**src/rtl/wb_stream_mailbox_if.sv**
```systemverilog
// -----------------------------------------------------------------------------
// wb_stream_mailbox_if
// Bundles the Wishbone slave bus and the two byte-stream handshakes of the
// SPI-host mailbox. Signal names keep their direction suffix as seen from the
// mailbox (slave) so the mapping to the block's port list is one-to-one.
//   Wishbone : wb_adr_i[15:0], wb_dat_i[7:0], wb_we_i, wb_cyc_i, wb_stb_i
//              -> wb_dat_o[7:0], wb_ack_o
//   RX stream: rx_data_i[7:0], rx_valid_i -> rx_ready_o   (fabric to host)
//   TX stream: tx_ready_i -> tx_data_o[7:0], tx_valid_o   (host to fabric)
// Modports: slave  = the mailbox
//           master = Wishbone host together with the fabric stream endpoints
// -----------------------------------------------------------------------------
interface wb_stream_mailbox_if;
    logic [15:0] wb_adr_i;
    logic [7:0]  wb_dat_i;
    logic [7:0]  wb_dat_o;
    logic        wb_we_i;
    logic        wb_cyc_i;
    logic        wb_stb_i;
    logic        wb_ack_o;
    logic [7:0]  rx_data_i;
    logic        rx_valid_i;
    logic        rx_ready_o;
    logic [7:0]  tx_data_o;
    logic        tx_valid_o;
    logic        tx_ready_i;

    modport slave (
        input  wb_adr_i, wb_dat_i, wb_we_i, wb_cyc_i, wb_stb_i,
        output wb_dat_o, wb_ack_o,
        input  rx_data_i, rx_valid_i,
        output rx_ready_o,
        output tx_data_o, tx_valid_o,
        input  tx_ready_i
    );

    modport master (
        output wb_adr_i, wb_dat_i, wb_we_i, wb_cyc_i, wb_stb_i,
        input  wb_dat_o, wb_ack_o,
        output rx_data_i, rx_valid_i,
        input  rx_ready_o,
        input  tx_data_o, tx_valid_o,
        output tx_ready_i
    );
endinterface

```
**src/rtl/wb_stream_mailbox.sv**
```systemverilog
// -----------------------------------------------------------------------------
// wb_stream_mailbox
// Wishbone slave giving the SPI host a byte-stream mailbox into the fabric.
// RX FIFO: filled by the fabric stream, drained by Wishbone DATA reads.
// TX FIFO: filled by Wishbone DATA writes, drained by the fabric stream (FWFT).
// Register window at BASE_ADDR (offset = wb_adr_i[1:0]):
//   0 DATA      read pops RX / write pushes TX
//   1 STATUS    {2'b0, tx_overflow, rx_underflow, tx_full, tx_empty,
//                rx_full, rx_empty}; write 1 to bit4/bit5 clears the flag
//   2 RX_COUNT  RX occupancy (read only)
//   3 TX_COUNT  TX occupancy (read only)
// Ports:
//   clk  system clock
//   rst  synchronous active-high reset
//   bus  wb_stream_mailbox_if.slave (Wishbone + RX/TX streams)
// Parameters:
//   BASE_ADDR   window base, bits [1:0] must be zero
//   DEPTH_LOG2  log2 of each FIFO depth, 1..7
// -----------------------------------------------------------------------------
module wb_stream_mailbox #(
    parameter logic [15:0] BASE_ADDR  = 16'h0100,
    parameter int          DEPTH_LOG2 = 4
) (
    input  logic                 clk,
    input  logic                 rst,
    wb_stream_mailbox_if.slave   bus
);

    localparam int                    DEPTH    = 1 << DEPTH_LOG2;
    localparam logic [DEPTH_LOG2:0]   CNT_FULL = {1'b1, {DEPTH_LOG2{1'b0}}};
    localparam logic [DEPTH_LOG2:0]   CNT_ONE  = (DEPTH_LOG2 + 1)'(1'b1);
    localparam logic [DEPTH_LOG2-1:0] PTR_ONE  = DEPTH_LOG2'(1'b1);

    localparam logic [1:0] OFF_DATA   = 2'd0;
    localparam logic [1:0] OFF_STATUS = 2'd1;
    localparam logic [1:0] OFF_RXCNT  = 2'd2;
    localparam logic [1:0] OFF_TXCNT  = 2'd3;

    // Storage arrays are intentionally left without reset.
    logic [7:0] rx_mem_q [DEPTH];
    logic [7:0] tx_mem_q [DEPTH];

    logic [DEPTH_LOG2-1:0] rx_wr_ptr_q, rx_wr_ptr_d, rx_rd_ptr_q, rx_rd_ptr_d;
    logic [DEPTH_LOG2-1:0] tx_wr_ptr_q, tx_wr_ptr_d, tx_rd_ptr_q, tx_rd_ptr_d;
    logic [DEPTH_LOG2:0]   rx_cnt_q, rx_cnt_d, tx_cnt_q, tx_cnt_d;
    logic                  rx_uflow_q, rx_uflow_d, tx_oflow_q, tx_oflow_d;
    logic                  ack_q, ack_d, done_q, done_d;
    logic [7:0]            dat_q, dat_d;

    logic       sel_s, fire_s, data_rd_s, data_wr_s;
    logic       rx_empty_s, rx_full_s, tx_empty_s, tx_full_s;
    logic       rx_push_s, rx_pop_s, tx_push_s, tx_pop_s;
    logic       uflow_set_s, oflow_set_s, uflow_clr_s, oflow_clr_s;
    logic [7:0] status_s, rd_mux_s;

    // Status and stream handshakes derive from counts registered at cycle start.
    always_comb begin
        rx_empty_s = (rx_cnt_q == {(DEPTH_LOG2 + 1){1'b0}});
        rx_full_s  = (rx_cnt_q == CNT_FULL);
        tx_empty_s = (tx_cnt_q == {(DEPTH_LOG2 + 1){1'b0}});
        tx_full_s  = (tx_cnt_q == CNT_FULL);
        status_s   = {2'b00, tx_oflow_q, rx_uflow_q,
                      tx_full_s, tx_empty_s, rx_full_s, rx_empty_s};
    end

    // Transaction decode. A transaction fires once per strobe: after the ack,
    // done_q blocks re-triggering until the master releases the selection.
    always_comb begin
        sel_s       = bus.wb_cyc_i & bus.wb_stb_i &
                      (bus.wb_adr_i[15:2] == BASE_ADDR[15:2]);
        fire_s      = sel_s & ~ack_q & ~done_q;
        data_rd_s   = fire_s & ~bus.wb_we_i & (bus.wb_adr_i[1:0] == OFF_DATA);
        data_wr_s   = fire_s &  bus.wb_we_i & (bus.wb_adr_i[1:0] == OFF_DATA);
        rx_pop_s    = data_rd_s & ~rx_empty_s;
        uflow_set_s = data_rd_s &  rx_empty_s;
        tx_push_s   = data_wr_s & ~tx_full_s;
        oflow_set_s = data_wr_s &  tx_full_s;
        uflow_clr_s = fire_s & bus.wb_we_i &
                      (bus.wb_adr_i[1:0] == OFF_STATUS) & bus.wb_dat_i[4];
        oflow_clr_s = fire_s & bus.wb_we_i &
                      (bus.wb_adr_i[1:0] == OFF_STATUS) & bus.wb_dat_i[5];
        rx_push_s   = bus.rx_valid_i & ~rx_full_s;
        tx_pop_s    = bus.tx_ready_i & ~tx_empty_s;
    end

    // Read-data mux; values are those of the selection cycle (pre-side-effect).
    always_comb begin
        case (bus.wb_adr_i[1:0])
            OFF_DATA:   rd_mux_s = rx_empty_s ? 8'h00 : rx_mem_q[rx_rd_ptr_q];
            OFF_STATUS: rd_mux_s = status_s;
            OFF_RXCNT:  rd_mux_s = 8'(rx_cnt_q);
            OFF_TXCNT:  rd_mux_s = 8'(tx_cnt_q);
            default:    rd_mux_s = 8'h00;
        endcase
    end

    // Next state of the bus handshake registers.
    always_comb begin
        ack_d = fire_s;
        if (fire_s && !bus.wb_we_i) begin
            dat_d = rd_mux_s;
        end else begin
            dat_d = 8'h00;
        end
        if (sel_s) begin
            done_d = done_q | fire_s;
        end else begin
            done_d = 1'b0;
        end
    end

    // Next state of FIFO pointers, counts and sticky flags; flag set beats clear.
    always_comb begin
        rx_wr_ptr_d = rx_push_s ? (rx_wr_ptr_q + PTR_ONE) : rx_wr_ptr_q;
        rx_rd_ptr_d = rx_pop_s  ? (rx_rd_ptr_q + PTR_ONE) : rx_rd_ptr_q;
        tx_wr_ptr_d = tx_push_s ? (tx_wr_ptr_q + PTR_ONE) : tx_wr_ptr_q;
        tx_rd_ptr_d = tx_pop_s  ? (tx_rd_ptr_q + PTR_ONE) : tx_rd_ptr_q;

        if (rx_push_s && !rx_pop_s) begin
            rx_cnt_d = rx_cnt_q + CNT_ONE;
        end else if (!rx_push_s && rx_pop_s) begin
            rx_cnt_d = rx_cnt_q - CNT_ONE;
        end else begin
            rx_cnt_d = rx_cnt_q;
        end

        if (tx_push_s && !tx_pop_s) begin
            tx_cnt_d = tx_cnt_q + CNT_ONE;
        end else if (!tx_push_s && tx_pop_s) begin
            tx_cnt_d = tx_cnt_q - CNT_ONE;
        end else begin
            tx_cnt_d = tx_cnt_q;
        end

        rx_uflow_d = uflow_set_s | (rx_uflow_q & ~uflow_clr_s);
        tx_oflow_d = oflow_set_s | (tx_oflow_q & ~oflow_clr_s);
    end

    // Control/state registers with synchronous reset.
    always_ff @(posedge clk) begin
        if (rst) begin
            ack_q       <= 1'b0;
            done_q      <= 1'b0;
            dat_q       <= 8'h00;
            rx_wr_ptr_q <= '0;
            rx_rd_ptr_q <= '0;
            tx_wr_ptr_q <= '0;
            tx_rd_ptr_q <= '0;
            rx_cnt_q    <= '0;
            tx_cnt_q    <= '0;
            rx_uflow_q  <= 1'b0;
            tx_oflow_q  <= 1'b0;
        end else begin
            ack_q       <= ack_d;
            done_q      <= done_d;
            dat_q       <= dat_d;
            rx_wr_ptr_q <= rx_wr_ptr_d;
            rx_rd_ptr_q <= rx_rd_ptr_d;
            tx_wr_ptr_q <= tx_wr_ptr_d;
            tx_rd_ptr_q <= tx_rd_ptr_d;
            rx_cnt_q    <= rx_cnt_d;
            tx_cnt_q    <= tx_cnt_d;
            rx_uflow_q  <= rx_uflow_d;
            tx_oflow_q  <= tx_oflow_d;
        end
    end

    // FIFO storage writes; harmless during reset since pointers restart at 0.
    always_ff @(posedge clk) begin
        if (rx_push_s) begin
            rx_mem_q[rx_wr_ptr_q] <= bus.rx_data_i;
        end
        if (tx_push_s) begin
            tx_mem_q[tx_wr_ptr_q] <= bus.wb_dat_i;
        end
    end

    assign bus.wb_ack_o   = ack_q;
    assign bus.wb_dat_o   = dat_q;
    assign bus.rx_ready_o = ~rx_full_s;
    assign bus.tx_valid_o = ~tx_empty_s;
    assign bus.tx_data_o  = tx_empty_s ? 8'h00 : tx_mem_q[tx_rd_ptr_q];

endmodule

```
**src/flat_wrapper.sv**
```systemverilog
// flat-port wrapper written by rule: the top's interface ports become plain ports
module wb_stream_mailbox_flat 
#(
    parameter logic [15:0] BASE_ADDR  = 16'h0100,
    parameter int          DEPTH_LOG2 = 4
)
  (clk, rst, bus_wb_adr_i, bus_wb_dat_i, bus_wb_we_i, bus_wb_cyc_i, bus_wb_stb_i, bus_wb_dat_o, bus_wb_ack_o, bus_rx_data_i, bus_rx_valid_i, bus_rx_ready_o, bus_tx_data_o, bus_tx_valid_o, bus_tx_ready_i);
  wb_stream_mailbox_if bus_i ();
  input  logic clk;
  input  logic rst;
  input wire logic [$bits(bus_i.wb_adr_i)-1:0] bus_wb_adr_i;
  input wire logic [$bits(bus_i.wb_dat_i)-1:0] bus_wb_dat_i;
  input wire logic [$bits(bus_i.wb_we_i)-1:0] bus_wb_we_i;
  input wire logic [$bits(bus_i.wb_cyc_i)-1:0] bus_wb_cyc_i;
  input wire logic [$bits(bus_i.wb_stb_i)-1:0] bus_wb_stb_i;
  output wire logic [$bits(bus_i.wb_dat_o)-1:0] bus_wb_dat_o;
  output wire logic [$bits(bus_i.wb_ack_o)-1:0] bus_wb_ack_o;
  input wire logic [$bits(bus_i.rx_data_i)-1:0] bus_rx_data_i;
  input wire logic [$bits(bus_i.rx_valid_i)-1:0] bus_rx_valid_i;
  output wire logic [$bits(bus_i.rx_ready_o)-1:0] bus_rx_ready_o;
  output wire logic [$bits(bus_i.tx_data_o)-1:0] bus_tx_data_o;
  output wire logic [$bits(bus_i.tx_valid_o)-1:0] bus_tx_valid_o;
  input wire logic [$bits(bus_i.tx_ready_i)-1:0] bus_tx_ready_i;
  assign bus_i.wb_adr_i = bus_wb_adr_i;
  assign bus_i.wb_dat_i = bus_wb_dat_i;
  assign bus_i.wb_we_i = bus_wb_we_i;
  assign bus_i.wb_cyc_i = bus_wb_cyc_i;
  assign bus_i.wb_stb_i = bus_wb_stb_i;
  assign bus_wb_dat_o = bus_i.wb_dat_o;
  assign bus_wb_ack_o = bus_i.wb_ack_o;
  assign bus_i.rx_data_i = bus_rx_data_i;
  assign bus_i.rx_valid_i = bus_rx_valid_i;
  assign bus_rx_ready_o = bus_i.rx_ready_o;
  assign bus_tx_data_o = bus_i.tx_data_o;
  assign bus_tx_valid_o = bus_i.tx_valid_o;
  assign bus_i.tx_ready_i = bus_tx_ready_i;
  wb_stream_mailbox #(.BASE_ADDR(BASE_ADDR), .DEPTH_LOG2(DEPTH_LOG2)) u_core (.clk(clk), .rst(rst), .bus(bus_i));
endmodule
```
**config.mk**
```make
export PLATFORM = sky130hd
export DESIGN_NAME = wb_stream_mailbox_flat
export DESIGN_NICKNAME = d
export VERILOG_FILES = /design/src/rtl/wb_stream_mailbox_if.sv /design/src/rtl/wb_stream_mailbox.sv /design/src/flat_wrapper.sv
export SDC_FILE = /design/constraint.sdc
export NUM_CORES = 1
export LEC_CHECK = 0
export ABC_AREA = 1
export CORE_UTILIZATION = 30
export DETAILED_ROUTE_END_ITERATION = 6
export SLEW_MARGIN = 20
export SYNTH_ARGS = -nofsm -noshare
export SYNTH_HDL_FRONTEND = slang
export SYNTH_SLANG_ARGS = --single-unit
export TNS_END_PERCENT = 30
```
**constraint.sdc**
```tcl
create_clock -name clk -period 3.4 [get_ports clk]
set_input_delay 0.68 -clock clk [delete_from_list [all_inputs] [get_ports clk]]
set_output_delay 0.68 -clock clk [all_outputs]
set_load 0.005 [all_outputs]
```
==> metrics.csv <==
stage,metric,value,unit
floorplan,die_w,208,microns
yosys,yosysSeqAreaShare,0.677,
global_route,grt_antenna_before_repair,1,
route,wl_met2,13.7,mm
placement,io_buffer_count,57,
route,routedWlPerCell,16.4,microns
timing,hold_violations,0,
yosys,synth_cell_types,33,
clock_network,cts_tree,done,
global_route,gr-total-overflow,0,
final_layout,synthToLayoutAreaGrowth,20.5,%
worst_setup_path,worst-setup-path-type,reg -> out,
worst_setup_path,cp.arrival,2.66,ns
floorplan,core,41900,sq um
clock_network,htreeDepth,2,
power_and_ir_drop,peakVddDrop,0.430,mV
final_layout,nFillCells,4123,
final_layout,postLayoutCoreUtil,0.366,
worst_setup_path,worst-r2r-cell-count,14,
worst_setup_path,critPathCaptureType,primary output,
timing,rsz0062_at_grt,true,
global_route,gr-usage-all-layers,0.138,
clock_network,insertion_delay,0.54,ns
final_layout,final_common_cell,edfxtp_1,
timing,finalHoldWorstSlack,0.462,ns
floorplan,placementRows,75,
yosys,synth_edf_count,256,
final_layout,drive_gt1_frac,0.108,
global_route,grt_pass1_wl,47.0,mm
global_route,grt_pass1_vias,8574,
worst_setup_path,reg2reg_from,u_core.bus.wb_ack_o,
timing,fin_crit_sh,0.983,
worst_setup_path,worstPathMaxFanout,28,
outcome,status,"complete, no violations",
worst_setup_path,cp.required,2.72,ns
route,drtIter0Drc,663,
floorplan,die_area,43200,sq um
floorplan,die-height,208,microns
yosys,yosys_warnings,0,
power_and_ir_drop,p_sw,2660,uW
final_layout,seqCellArea,8610,sq um
final_layout,multiInputGateArea,3570,sq um
flow_run,max_cap_violations,0,
placement,gp_congestion,0.767,
floorplan,io_pins,58,
yosys,ys_ff_latch,302,
timing,max_freq,0.299,GHz
route,routed-wl-met3,1.79,mm
timing,finClkSkew,0.0305,ns
route,drc,0,
clock_network,clock-root-buffer,clkbuf_16,
final_layout,layout_common_cells,"edfxtp_1, nand2_1, nor2_1, nand3_1, o21ai_1",
clock_network,post_cts_buffers,0,
timing,setup_viol,0,
placement,dp_hpwl,19.0,mm
yosys,synth.net_count,1222,
clock_network,clockBufferDepth,3,
clock_network,cts_buffers,34,
timing,slew_headroom,0.445,
final_layout,nNetsFinal,1312,
worst_setup_path,startpoint_type,register,
clock_network,cts.sinks,302,
clock_network,cts.clk_slew.worst_paths,0.06,ns
timing,final.setup.worst_slack,0.0582,ns
power_and_ir_drop,swShare,0.271,
power_and_ir_drop,pwr-share-comb,0.177,
worst_setup_path,reg2reg_slack,0.94,ns
timing,worst_pin_slew,0.829,ns
power_and_ir_drop,pwr-share-seq,0.428,
route,via_per_inst,4.77,
floorplan,start_util,0.304,
yosys,async_reset_ff_frac,0,
power_and_ir_drop,pwr-share-clk,0.395,
route,wl_met1,13.4,mm
worst_setup_path,cp-endpoint,bus_tx_data_o[5],
route,drt_wl_total,29.8,mm
yosys,syn_inst,1162,
route,vias,8677,
route,dr.pass1.iters,5,
route,top_layer_used,met4,
yosys,avgSynthCellArea,10.9,sq um
placement,dp_slack,0.127,ns
route,ant_nets,0,
power_and_ir_drop,intPower,7140,uW
worst_setup_path,reg2reg_to,u_core.tx_cnt_q[4],
power_and_ir_drop,leakagePower,0.00555,uW
hold_path,hold_path_class,reg -> reg,
global_route,grt_max_degree,68,
power_and_ir_drop,powerDensity,640,nW/um^2
timing,drv_slew,0,
timing,setup-tns-final,0,ns
timing,min_period,3.34,ns
yosys,yosys_most_used_dff,edfxtp_1,
yosys,netlist_area,12700,sq um
[layout make-up]
type | count | share of cell area
multi-input cells | 735 | 0.233
repair buffers | 105 | 0.0629
clock buffers | 43 | 0.0631
well taps | 539 | 0.0440
flip-flops and latches | 302 | 0.562
diodes | 1 | 0.000163
inverters | 74 | 0.0185
clock inverters | 19 | 0.0161
[power groups by stage]
stage	Combinational (uW)	Sequential (uW)	Clock (uW)
final	1730	4200	3870
after global placement	1700	4270	0
after global routing	1920	4210	4080
after floorplan	1060	4240	0
after detailed placement	1730	4270	0
after CTS	1740	4190	3940
[registers in the layout, indices dropped and copies added, names as in the netlist, 4 cells and up, named ones only]
| name | count |
|---|---|
| u_core.rx_mem_q | 128 |
| u_core.tx_mem_q | 128 |
| u_core.bus.wb_dat_o | 8 |
| u_core.rx_cnt_q | 5 |
| u_core.tx_cnt_q | 5 |
| u_core.rx_rd_ptr_q | 4 |
| u_core.rx_wr_ptr_q | 4 |
| u_core.tx_rd_ptr_q | 4 |
| u_core.tx_wr_ptr_q | 4 |
[timing repair]
| action | CTS | global route |
|---|---|---|
| endpoints found under the setup margin | 0 | 8 |
| hold buffers | 0 | 0 |
| gates resized for setup | 0 | 5 |
[routing by layer]
layer,vias to the layer above,global-route usage
met5,-,0
met4,0,0.0526
met3,61,0.0266
met2,258,0.224
met1,4148,0.183
li1,4210,-
[per-stage QoR]
stage                     instance area (sq um)  total power [uW]  cells
after floorplan                           12700              5290   1162
after global placement                    14100              5970   1755
after detailed placement                  14100              6000   1755
after CTS                                 15300              9880   1817
after global routing                      15300             10200   1818
final                                     15300              9810   1818
[worst max-delay path, cell delays in order, from the launching register on]
cell and delay [ns]:
dfxtp_4 0.41, inv_4 0.14, buf_12 0.20, o21ai_1 0.07, o221ai_1 0.25, nand3_1 0.20
a21oi_1 0.29, clkdlybuf4s50_1 0.55
[cells by family (layout without fill, tap and decap cells)]
| family | after synthesis | count (layout) | synth area share |
|---|---|---|---|
| and+or+nand+nor | 514 | 514 | 0.170 |
| adders and majority gates | 21 | 21 | 0.0219 |
| buffers and inverters | 125 | 241 | 0.0417 |
| other | 0 | 1 | 0 |
| AOI/OAI and AO/OA | 192 | 192 | 0.0835 |
| xor gates and xnor gates | 8 | 8 | 0.00551 |
| DFF | 302 | 302 | 0.677 |
[cell usage after synthesis (6+ instances only)]
library cell / n / area share
a21oi_1: 58 / 0.023
buf_2: 23 / 0.0091
clkbuf_1: 20 / 0.0059
dfxtp_1: 46 / 0.072
edfxtp_1: 256 / 0.60
ha_1: 19 / 0.019
inv_1: 59 / 0.017
inv_2: 14 / 0.0041
nand2_1: 240 / 0.071
nand2_2: 6 / 0.0030
nand3_1: 75 / 0.030
nand4_1: 10 / 0.0049
nor2_1: 171 / 0.051
o211ai_1: 16 / 0.0095
o21ai_0: 35 / 0.014
o21ai_1: 60 / 0.024
o221ai_1: 8 / 0.0055
o22ai_1: 6 / 0.0030
o31ai_1: 8 / 0.0047
[worst min-delay path by stage]
stage / depth (start not counted) / startpoint / end / slack (ns)
after floorplan: 2 / u_core.done_q / u_core.done_q / 0.43
after global placement: 2 / u_core.done_q / u_core.done_q / 0.45
after detailed placement: 2 / u_core.done_q / u_core.done_q / 0.44
after CTS: 2 / u_core.done_q / u_core.done_q / 0.46
after global routing: 2 / u_core.rx_uflow_q / u_core.rx_uflow_q / 0.49
final: 2 / u_core.done_q / u_core.done_q / 0.46
Note: power is estimated with default switching activity, not from simulation.
